**src/rtl/regfile_pkg.sv**
```systemverilog
// Shared register-file types and widths used by the writeback path.
package regfile_pkg;

  localparam int REG_ADDR_W = 5;
  localparam int REG_DATA_W = 32;
  localparam logic [REG_ADDR_W-1:0] REG_ZERO = 5'd0;

  // 'reg' is a reserved word, so the destination field is named rd.
  typedef struct packed {
    logic                  live;
    logic [REG_ADDR_W-1:0] rd;
    logic [REG_DATA_W-1:0] data;
  } wb_entry_t;

endpackage

```
**src/rtl/regfile_wb_queue.sv**
```systemverilog
// Writeback queue feeding the register file write port from long-latency units;
// the main pipeline always wins the port and cancels older queued writes to the same register.
module regfile_wb_queue
  import regfile_pkg::*;
#(
  parameter int DEPTH  = 4,
  parameter int ADDR_W = REG_ADDR_W,
  parameter int DATA_W = REG_DATA_W
) (
  input  logic                       clk,
  input  logic                       rst,
  input  logic                       in_valid,
  output logic                       in_ready,
  input  logic [ADDR_W-1:0]          in_reg,
  input  logic [DATA_W-1:0]          in_data,
  input  logic                       pipe_reg_write,
  input  logic [ADDR_W-1:0]          pipe_write_reg,
  input  logic [DATA_W-1:0]          pipe_write_data,
  output logic                       reg_write,
  output logic [ADDR_W-1:0]          write_reg,
  output logic [DATA_W-1:0]          write_data,
  input  logic [ADDR_W-1:0]          src1_reg,
  input  logic [ADDR_W-1:0]          src2_reg,
  output logic                       src1_busy,
  output logic                       src2_busy,
  output logic [$clog2(DEPTH):0]     count
);

  localparam int PTR_W = $clog2(DEPTH);
  localparam int CNT_W = PTR_W + 1;
  localparam logic [CNT_W-1:0] FULL_CNT = CNT_W'(DEPTH);

  wb_entry_t              r_q [DEPTH];
  logic [PTR_W-1:0]       r_head;
  logic [PTR_W-1:0]       r_tail;
  logic [CNT_W-1:0]       r_count;

  wb_entry_t              w_head;
  logic                   w_enq;
  logic                   w_pop;
  logic                   w_kill;
  logic                   w_busy1;
  logic                   w_busy2;

  assign w_head   = r_q[r_head];
  assign in_ready = !rst && (r_count < FULL_CNT);
  // r0 writes complete the handshake but are never stored.
  assign w_enq    = in_valid && in_ready && (in_reg != REG_ZERO);
  assign w_pop    = !rst && !pipe_reg_write && (r_count != '0);
  assign w_kill   = pipe_reg_write && (pipe_write_reg != REG_ZERO);
  assign count    = r_count;

  always_comb begin
    reg_write  = 1'b0;
    write_reg  = '0;
    write_data = '0;
    if (!rst) begin
      if (pipe_reg_write) begin
        reg_write  = 1'b1;
        write_reg  = pipe_write_reg;
        write_data = pipe_write_data;
      end else if ((r_count != '0) && w_head.live) begin
        reg_write  = 1'b1;
        write_reg  = w_head.rd;
        write_data = w_head.data;
      end
    end
  end

  // Popped slots have live cleared, so a plain scan over all slots sees only stored entries.
  always_comb begin
    w_busy1 = 1'b0;
    w_busy2 = 1'b0;
    for (int i = 0; i < DEPTH; i++) begin
      if (r_q[i].live && (r_q[i].rd == src1_reg)) w_busy1 = 1'b1;
      if (r_q[i].live && (r_q[i].rd == src2_reg)) w_busy2 = 1'b1;
    end
  end

  assign src1_busy = !rst && (src1_reg != REG_ZERO) && w_busy1;
  assign src2_busy = !rst && (src2_reg != REG_ZERO) && w_busy2;

  always_ff @(posedge clk) begin
    if (rst) begin
      r_head  <= '0;
      r_tail  <= '0;
      r_count <= '0;
      for (int i = 0; i < DEPTH; i++) r_q[i].live <= 1'b0;
    end else begin
      if (w_pop) begin
        r_q[r_head].live <= 1'b0;
        r_head           <= r_head + 1'b1;
      end
      if (w_kill) begin
        for (int i = 0; i < DEPTH; i++)
          if (r_q[i].rd == pipe_write_reg) r_q[i].live <= 1'b0;
      end
      // Enqueue is younger than a same-cycle pipeline write, so it overrides the kill.
      if (w_enq) begin
        r_q[r_tail] <= '{live: 1'b1, rd: in_reg, data: in_data};
        r_tail      <= r_tail + 1'b1;
      end
      case ({w_enq, w_pop})
        2'b10:   r_count <= r_count + 1'b1;
        2'b01:   r_count <= r_count - 1'b1;
        default: r_count <= r_count;
      endcase
    end
  end

endmodule

```
**config.mk**
```make
export PLATFORM = sky130hd
export DESIGN_NAME = regfile_wb_queue
export DESIGN_NICKNAME = d
export VERILOG_FILES = /design/src/rtl/regfile_pkg.sv /design/src/rtl/regfile_wb_queue.sv
export SDC_FILE = /design/constraint.sdc
export NUM_CORES = 1
export LEC_CHECK = 0
export ABC_AREA = 1
export BUFFER_PORTS_ARGS = -buffer_cell sky130_fd_sc_hd__buf_2
export CORE_AREA = 2 2 132 134
export CTS_CLUSTER_SIZE = 8
export DETAILED_ROUTE_END_ITERATION = 8
export DIE_AREA = 0 0 134 136
export GPL_ROUTABILITY_DRIVEN = 0
export HOLD_SLACK_MARGIN = 0.1
export PLACE_DENSITY = 0.71
export SLEW_MARGIN = 5
export SYNTH_ARGS = -nofsm -noshare
export SYNTH_HDL_FRONTEND = slang
export SYNTH_SLANG_ARGS = --single-unit
export TNS_END_PERCENT = 100
```
**constraint.sdc**
```tcl
create_clock -name clk -period 2.56 [get_ports clk]
set_input_delay 0.384 -clock clk [delete_from_list [all_inputs] [get_ports clk]]
set_output_delay 0.384 -clock clk [all_outputs]
set_load 0.005 [all_outputs]
```
# --- Word level (Yosys, flattened, before mapping) ---
# Memory sizes are Yosys's and may differ from the RTL's. A register that Yosys moved wholly into a read port is not among the register bits.
# Cells that the tools add are included.
op_classes:
  addsub: 4
  n_lt_le_gt_ge: 1
  n_eq_ne: 14
  n_mux: 51
  bitwise: 4
  reduce_logical: 28
op_table:
  columns: ["cell", "count"]
  rows:
  - ["$mux 32", 3]
  - ["$eq 5x5->1", 12]
  - ["$mux 1", 39]
  - ["$mux 38", 1]
  - ["$reduce_or 38->1", 1]
  - ["$reduce_bool 5->1", 4]
  - ["$logic_and 1x1->1", 19]
  - ["$mux 5", 3]
  - ["$mux 2", 4]
  - ["$pmux 3 s2", 1]
  - ["$add 2x1->2 const B", 2]
  - ["$or 1x1->1", 4]
  - ["$add 3x1->3 const B", 1]
  - ["$lt 3x3->1 const B", 1]
  - ["$reduce_bool 3->1", 1]
  - ["$sub 3x1->3 const B", 1]
  - ["$eq 2x1->1 const B", 1]
  - ["$eq 2x2->1 const B", 1]
  - ["$logic_not 1->1", 2]
  - ["$reduce_bool 2->1", 1]
word_totals:
  regBits: 7
  mem_bits_rw: 152
  inputBits: 88
  output_inout_bits: 44
  n_memories: 1
memory_table:
  columns: ["name", "depth", "word_bits", "rd", "rd_ports_with_merged_regs", "write_ports", "line_no", "rtl"]
  rows:
  - ["r_q", 4, 38, 5, 1, 5, "regfile_wb_queue.sv:33", "wb_entry_t r_q [DEPTH];"]

# --- Depth between registers and ports, before layout ---
# Gate-level depths: netlist (run 1).
depth:
  word_depth: 8
  depth_mapped: 11

# --- Worst setup path before layout (run 1) ---
# No wires, ideal clock.
synth_path:
  path_type: "input to register"
  start: "input port rst"
  end: "memory r_q[0][0] in the netlist's numbering, enable pin"
  setup_ps: 392
  arrival_time_ps: 1733
  required_ps: 2168
  path_slack_ps: 435
  path_stages: 6
  n_path_buf: 1
  path_cell_list: "clkbuf_1 > nor3b_1 > nand2_1 > inv_1 > nand2_1 > inv_1"
synth_lines:
  columns: ["element", "line_no", "rtl"]
  rows:
  - ["start: declaration", "regfile_wb_queue.sv:11", "input logic rst,"]
  - ["end: declaration", "regfile_wb_queue.sv:33", null]

==> results of run 1 <==
flip-flops by register name, summed over array words and instances (netlist names), named ones only:
register  count
r_q         152
r_head        2
r_tail        2
count         3
per-stage QoR:
stage | cells | utilization | setup WS (ns) | instance area [sq um]
2_1_floorplan | 901 | - | 0.4351 | 8304
3_3_place_gp | 1231 | 0.5427 | 0.4792 | 9159
3_5_place_dp | 1231 | 0.5427 | 0.4219 | 9159
4_1_cts | 1263 | 0.5763 | 0.03906 | 9726
5_1_grt | 1264 | 0.5779 | -0.01057 | 9753
6_report | 1265 | 0.5781 | 0.09134 | 9756
routing by layer:
layer	share of wire	routed length, um
met5	0	0
met4	0.018	365
met3	0.070	1403
met2	0.50	9935
met1	0.41	8259
cell usage in the layout, fill, tap and decap left out, types with 2 or more instances in the layout:
master      Yosys  final
buf_2          15    131
o21ai_0        66     66
buf_4           8     13
edfxtp_1      148    148
clkinvlp_4      0      4
o21ai_1        13     13
buf_6           1      2
nor2_1        182    182
nand2_4         1      2
nand4_1         6      6
xnor2_1         3      3
nand3_1        24     24
inv_6           0      2
a21oi_1        16     16
xor2_1          6      6
buf_12          0      3
o211ai_1        8      8
inv_1          54     50
clkinv_1        0      8
ha_1            9      9
nand3_2        30     30
dfxtp_1        13     12
inv_2           3      2
clkinv_2        0      3
bufinv_16       0      2
nor3_1          2      2
clkbuf_16       0     17
a21oi_2        30     30
nand2_1       236    236
worst max-delay path: stages (launching register included):
cell	delay, ns
dfxtp_2	0.36
buf_6	0.22
nor2_1	0.06
nor2_1	0.17
o21ai_4	0.14
nand2_4	0.32
nand3_2	0.11
a21oi_2	0.14
buf_2	0.14
how the worst min path moves through the flow:
stage	startpoint	to	slack (ns)	cells after the start
global route	in_data[9]	r_q[3][9]	0.16	1
finish	in_data[27]	r_q[0][27]	0.17	1
CTS	in_data[17]	r_q[3][17]	0.16	1
global placement	count[2]	count[2]	0.50	1
detailed placement	count[2]	count[2]	0.51	1
floorplan	r_tail[0]	r_tail[0]	0.48	2
cell families after synthesis:
kind of cell | count (synthesis) | synth area share
AO/OA/AOI/OAI | 136 | 0.1006
XOR/XNOR | 9 | 0.009493
adder cells (fa/ha/maj) | 10 | 0.01597
buffers and inverters | 101 | 0.05665
flip-flops | 161 | 0.5665
AND/OR/NAND/NOR | 484 | 0.2507
cell type report:
class,instances,area share
inverters,57,0.02206
diodes,1,0.0002565
clock inverters,15,0.01449
clock buffers,17,0.04361
flip-flops and latches,161,0.4824
well taps,225,0.02886
repair buffers,149,0.08567
multi-input cells,640,0.3227
power groups by stage:
stage	combinational, mW	clock [mW]	sequential, mW
after detailed placement	1.15	0	3.06
after global routing	1.31	2.55	3.01
final	1.18	2.41	3.00
after CTS	1.16	2.44	3.00
after global placement	1.14	0	3.05
after floorplan	0.830	0	3.05
==> impl_metrics.toml, run 1 <==
[global_routing]
grtUsageTotal = 0.2209
antenna_found_initial = 1
overflow = 0
grt_max_degree = 57
grt_pass1_vias = 5975
use_met1 = 0.2689
grt_pass1_wl_mm = 30.59
grtUsageMet3 = 0.04847
grt_busiest_layer = "met2"
met2_usage = 0.3869

[clock_network]
cts-hold-fix-buffers = 0
clockBufferDepth = 2
cts_resized = 0
cts.htree.levels = 4
cts_buffers = 17
cts_tree = "yes"
cts-root-buf = "clkbuf_16"
post_cts_buffers = 0
clkSinkCount = 161
clock_latency_ns = 0.42
clkTransAtPathRegs_ns = 0.06

[timing]
rsz0062_at_grt = "true"
hold_viol = 0
setup_viol = 0
skew_ns = 0.01156
slew_headroom = 0.5981
finalMaxSlewViolations = 0
final.min_clock_period_ns = 2.469
finalSetupTns_ns = 0
fmax_ghz = 0.4051
tightestPinTransition_ns = 0.6029
whs_ns = 0.1734
finalCritPeriodShare = 0.9643

[floorplan]
die_h_um = 136
start_util = 0.4921
fp.dieArea_sq_um = 18220
rows = 48
ioPinCount = 132
core_area_sq_um = 16880
die_w_um = 134

[detailed_routing]
viasPerCell = 5.139
drt_first_pass_iters = 5
first_iter_violations = 451
num_vias = 6501
wl_per_cell_um = 15.78
drtAntennaViolNets = 0
wl_mm = 19.96
drc = 0

[worst_setup_path]
endpoint_kind = "primary output"
rr_endpoint = "count[2]"
reg2reg_from = "count[2]"
critPathKind = "reg -> out"
required_ns = 2.18
critPathArrivalTime_ns = 2.08
critPathCapture = "write_data[14]"
worstPathMaxFanout = 27
rr_worst_depth = 9
rrSetupSlack_ns = 0.66
worstSetupStartpointType = "flop"

[synthesis]
synthCells = 901
ys_seq_elements = 161
synth.top_cell.area_share = 0.5352
yosys.area.top_type = "edfxtp_1"
async_reset_ff_frac = 0
syn_area_sq_um = 8304
synth_commonest_cells = "nand2_1, nor2_1, edfxtp_1, o21ai_0, inv_1"
seq_area_frac_synth = 0.5665
synthFlopType = "edfxtp_1"
synth_edf_count = 148
yosys-top-cells-area = "edfxtp_1, nand2_1, nor2_1"
synth.distinct_cells = 32
synth-warning-count = 0
synth.most_common_cell = "nand2_1"
syn_avg_cell_area_sq_um = 9.217
syn_nets = 999

[pwr]
pwr-share-comb = 0.179
ir_drop_mv = 0.4405
power_mw = 6.587
p_seq_frac = 0.456
pwr-share-clk = 0.366
power_density_nw_per_um2 = 675.2
cellInternalPower_mw = 4.763
p_leak_nw = 4.023
p_sw_mw = 1.824
switching_share = 0.2770

[worst_hold_path]
worstHoldPathType = "in -> reg"

[cells_and_area]
final_nets = 1124
area_growth_pct = 17.48
register_area_sq_um = 4706
multi_input_area_sq_um = 3148
fillers = 1445
drive_gt1_frac = 0.2377

[place]
port-buffer-count = 131
dp_hpwl_mm = 13.13

[job]
max_cap_viol_count = 0

[run_status]
run_status = "finished, final reports clean"
Note: power is estimated with default switching activity, not from simulation.
==> inputs of run 2 (changes only) <==
- CORE_AREA: 2 2 132 134 -> 2 2 109 163
- DIE_AREA: 0 0 134 136 -> 0 0 111 165
==> run 2 against run 1 <==
Net effect:
- fmax increased by 5.0%
- critical path type unchanged
- wire length increased by 3.5%
- highest routed layer unchanged
- worst hold slack improved by 0.011 ns
- critical endpoint is now write_data[5]
==> impl_metrics.toml, run 2 (synthesis gave the netlist of run 1 again) <==
[cells_and_area]
final_common_cell = "nand2_1"
fillers = 1413
largest_register = "r_q"
final_nets = 1123
area_growth_pct = 17.36
largest_register_ffs = 152
final_cell_mix = "nand2_1, nor2_1, edfxtp_1, buf_2, o21ai_0"
drive_gt1_frac = 0.2370

[pwr]
switching_share = 0.2674
power_mw = 6.768
power_density_nw_per_um2 = 694.4
ir_drop_mv = 0.4970
p_seq_frac = 0.444
p_sw_mw = 1.810
p_leak_nw = 4.064
pwr-share-comb = 0.170
cellInternalPower_mw = 4.958
pwr-share-clk = 0.386

[worst_setup_path]
worstPathMaxFanout = 44
max_stage_delay_ns = 0.40
endpoint_kind = "primary output"
required_ns = 2.18
critPathArrivalTime_ns = 1.97
crit_path_frequent_cell = "nor2_1"
worstPathCellList = "buf_4 -> nor2_1 -> nor2_1 -> o21ai_0 -> nand2_1 -> nand3_2 -> a21oi_2 -> buf_2"
path_buf_inv = 2
critPathKind = "reg -> out"
cpMaxStageDelayCell = "buf_4"
path_delay_family = "buffers and inverters"
worstSetupStartpointType = "flop"

[clock_network]
cts-hold-fix-buffers = 0
cts.htree.levels = 4
clockBufferDepth = 2
post_cts_buffers = 0
clock_latency_ns = 0.41
cts_buffers = 17
clkSinkCount = 161
cts-root-buf = "clkbuf_16"
clkTransAtPathRegs_ns = 0.06
cts_resized = 0
cts_tree = "yes"

[detailed_routing]
wl_mm = 20.65
drt_first_pass_iters = 5
drc = 0
viasPerCell = 5.275
drtAntennaViolNets = 0
wl_per_cell_um = 16.54
num_vias = 6589
first_iter_violations = 688

[timing]
worst_slack_ns = 0.2081
finalSetupTns_ns = 0
finalCritPeriodShare = 0.9187
final.min_clock_period_ns = 2.352
rsz0062_at_grt = "false"
slew_headroom = 0.6430
skew_ns = 0.01072
finalMaxSlewViolations = 0
setup_viol = 0
tightestPinTransition_ns = 0.5356
hold_viol = 0
fmax_ghz = 0.4252

[place]
dp_hpwl_mm = 14.15
port-buffer-count = 131
dp_slack_ns = 0.4173

[global_routing]
grt_pass1_wl_mm = 31.77
grt_pass1_vias = 6223
grtUsageTotal = 0.2255
antenna_found_initial = 1
overflow = 0
grt_max_degree = 65

[floorplan]
fp.dieArea_sq_um = 18320
die_h_um = 165
core_area_sq_um = 16760
die_w_um = 111
start_util = 0.4954
ioPinCount = 132
rows = 58

[run_status]
run_status = "finished, final reports clean"

[job]
max_cap_viol_count = 0

[worst_hold_path]
worstHoldPathType = "in -> reg"
-- run 2: cell type report --
type                    count  area (sq um)  share of cell area
diodes                      1         2.502           0.0002568
clock buffers              18         429.2             0.04404
clock inverters            14         186.4             0.01913
inverters                  57         214.0             0.02195
multi-input cells         639          3129              0.3211
flip-flops and latches    161          4706              0.4829
well taps                 210         262.8             0.02696
repair buffers            149         815.8             0.08371
-- run 2: worst paths after layout --
kind,from,slack [ns],to,depth (start not counted)
max,flop,0.21,write_data[5],8
min reg2reg,r_tail[0],0.53,r_tail[0],2
max reg2reg,count[2],0.66,count[2],9
min,in_data[0],0.18,r_q[2][0],1
-- run 2: power groups by stage --
| stage | clock network (mW) | logic [mW] | registers (mW) |
|---|---|---|---|
| CTS | 2.63 | 1.16 | 3.00 |
| finish | 2.61 | 1.15 | 3.00 |
| global placement | 0 | 1.14 | 3.06 |
| global route | 2.74 | 1.29 | 3.01 |
| detailed placement | 0 | 1.16 | 3.06 |
| floorplan | 0 | 0.830 | 3.05 |
-- run 2: worst reg2reg max path: stages (launching register included) --
cell	delay, ns
dfxtp_1	0.36
nor3b_1	0.21
nand2_1	0.16
ha_1	0.27
fa_1	0.39
nand2_1	0.07
nand2_1	0.04
nor2_1	0.11
o21ai_0	0.09
a21oi_1	0.13
-- run 2: per-stage QoR --
stage	util	instances	instance area, sq um	hold slack (ns)
after floorplan	-	901	8304	0.4796
after global placement	0.5445	1216	9128	0.5061
after detailed placement	0.5445	1216	9128	0.5135
after CTS	0.5812	1248	9743	0.1671
after global routing	0.5814	1249	9746	0.1700
final	0.5814	1249	9746	0.1848
-- run 2: routing by layer --
metal / GRT usage / wire length [um] / part of all wire / up-vias
li1: - / - / - / 3237
met1: 0.2481 / 7909 / 0.38 / 3106
met2: 0.4328 / 11160 / 0.54 / 200
met3: 0.03266 / 861 / 0.042 / 46
met4: 0.09489 / 724 / 0.035 / 0
met5: 0 / 0 / 0 / -
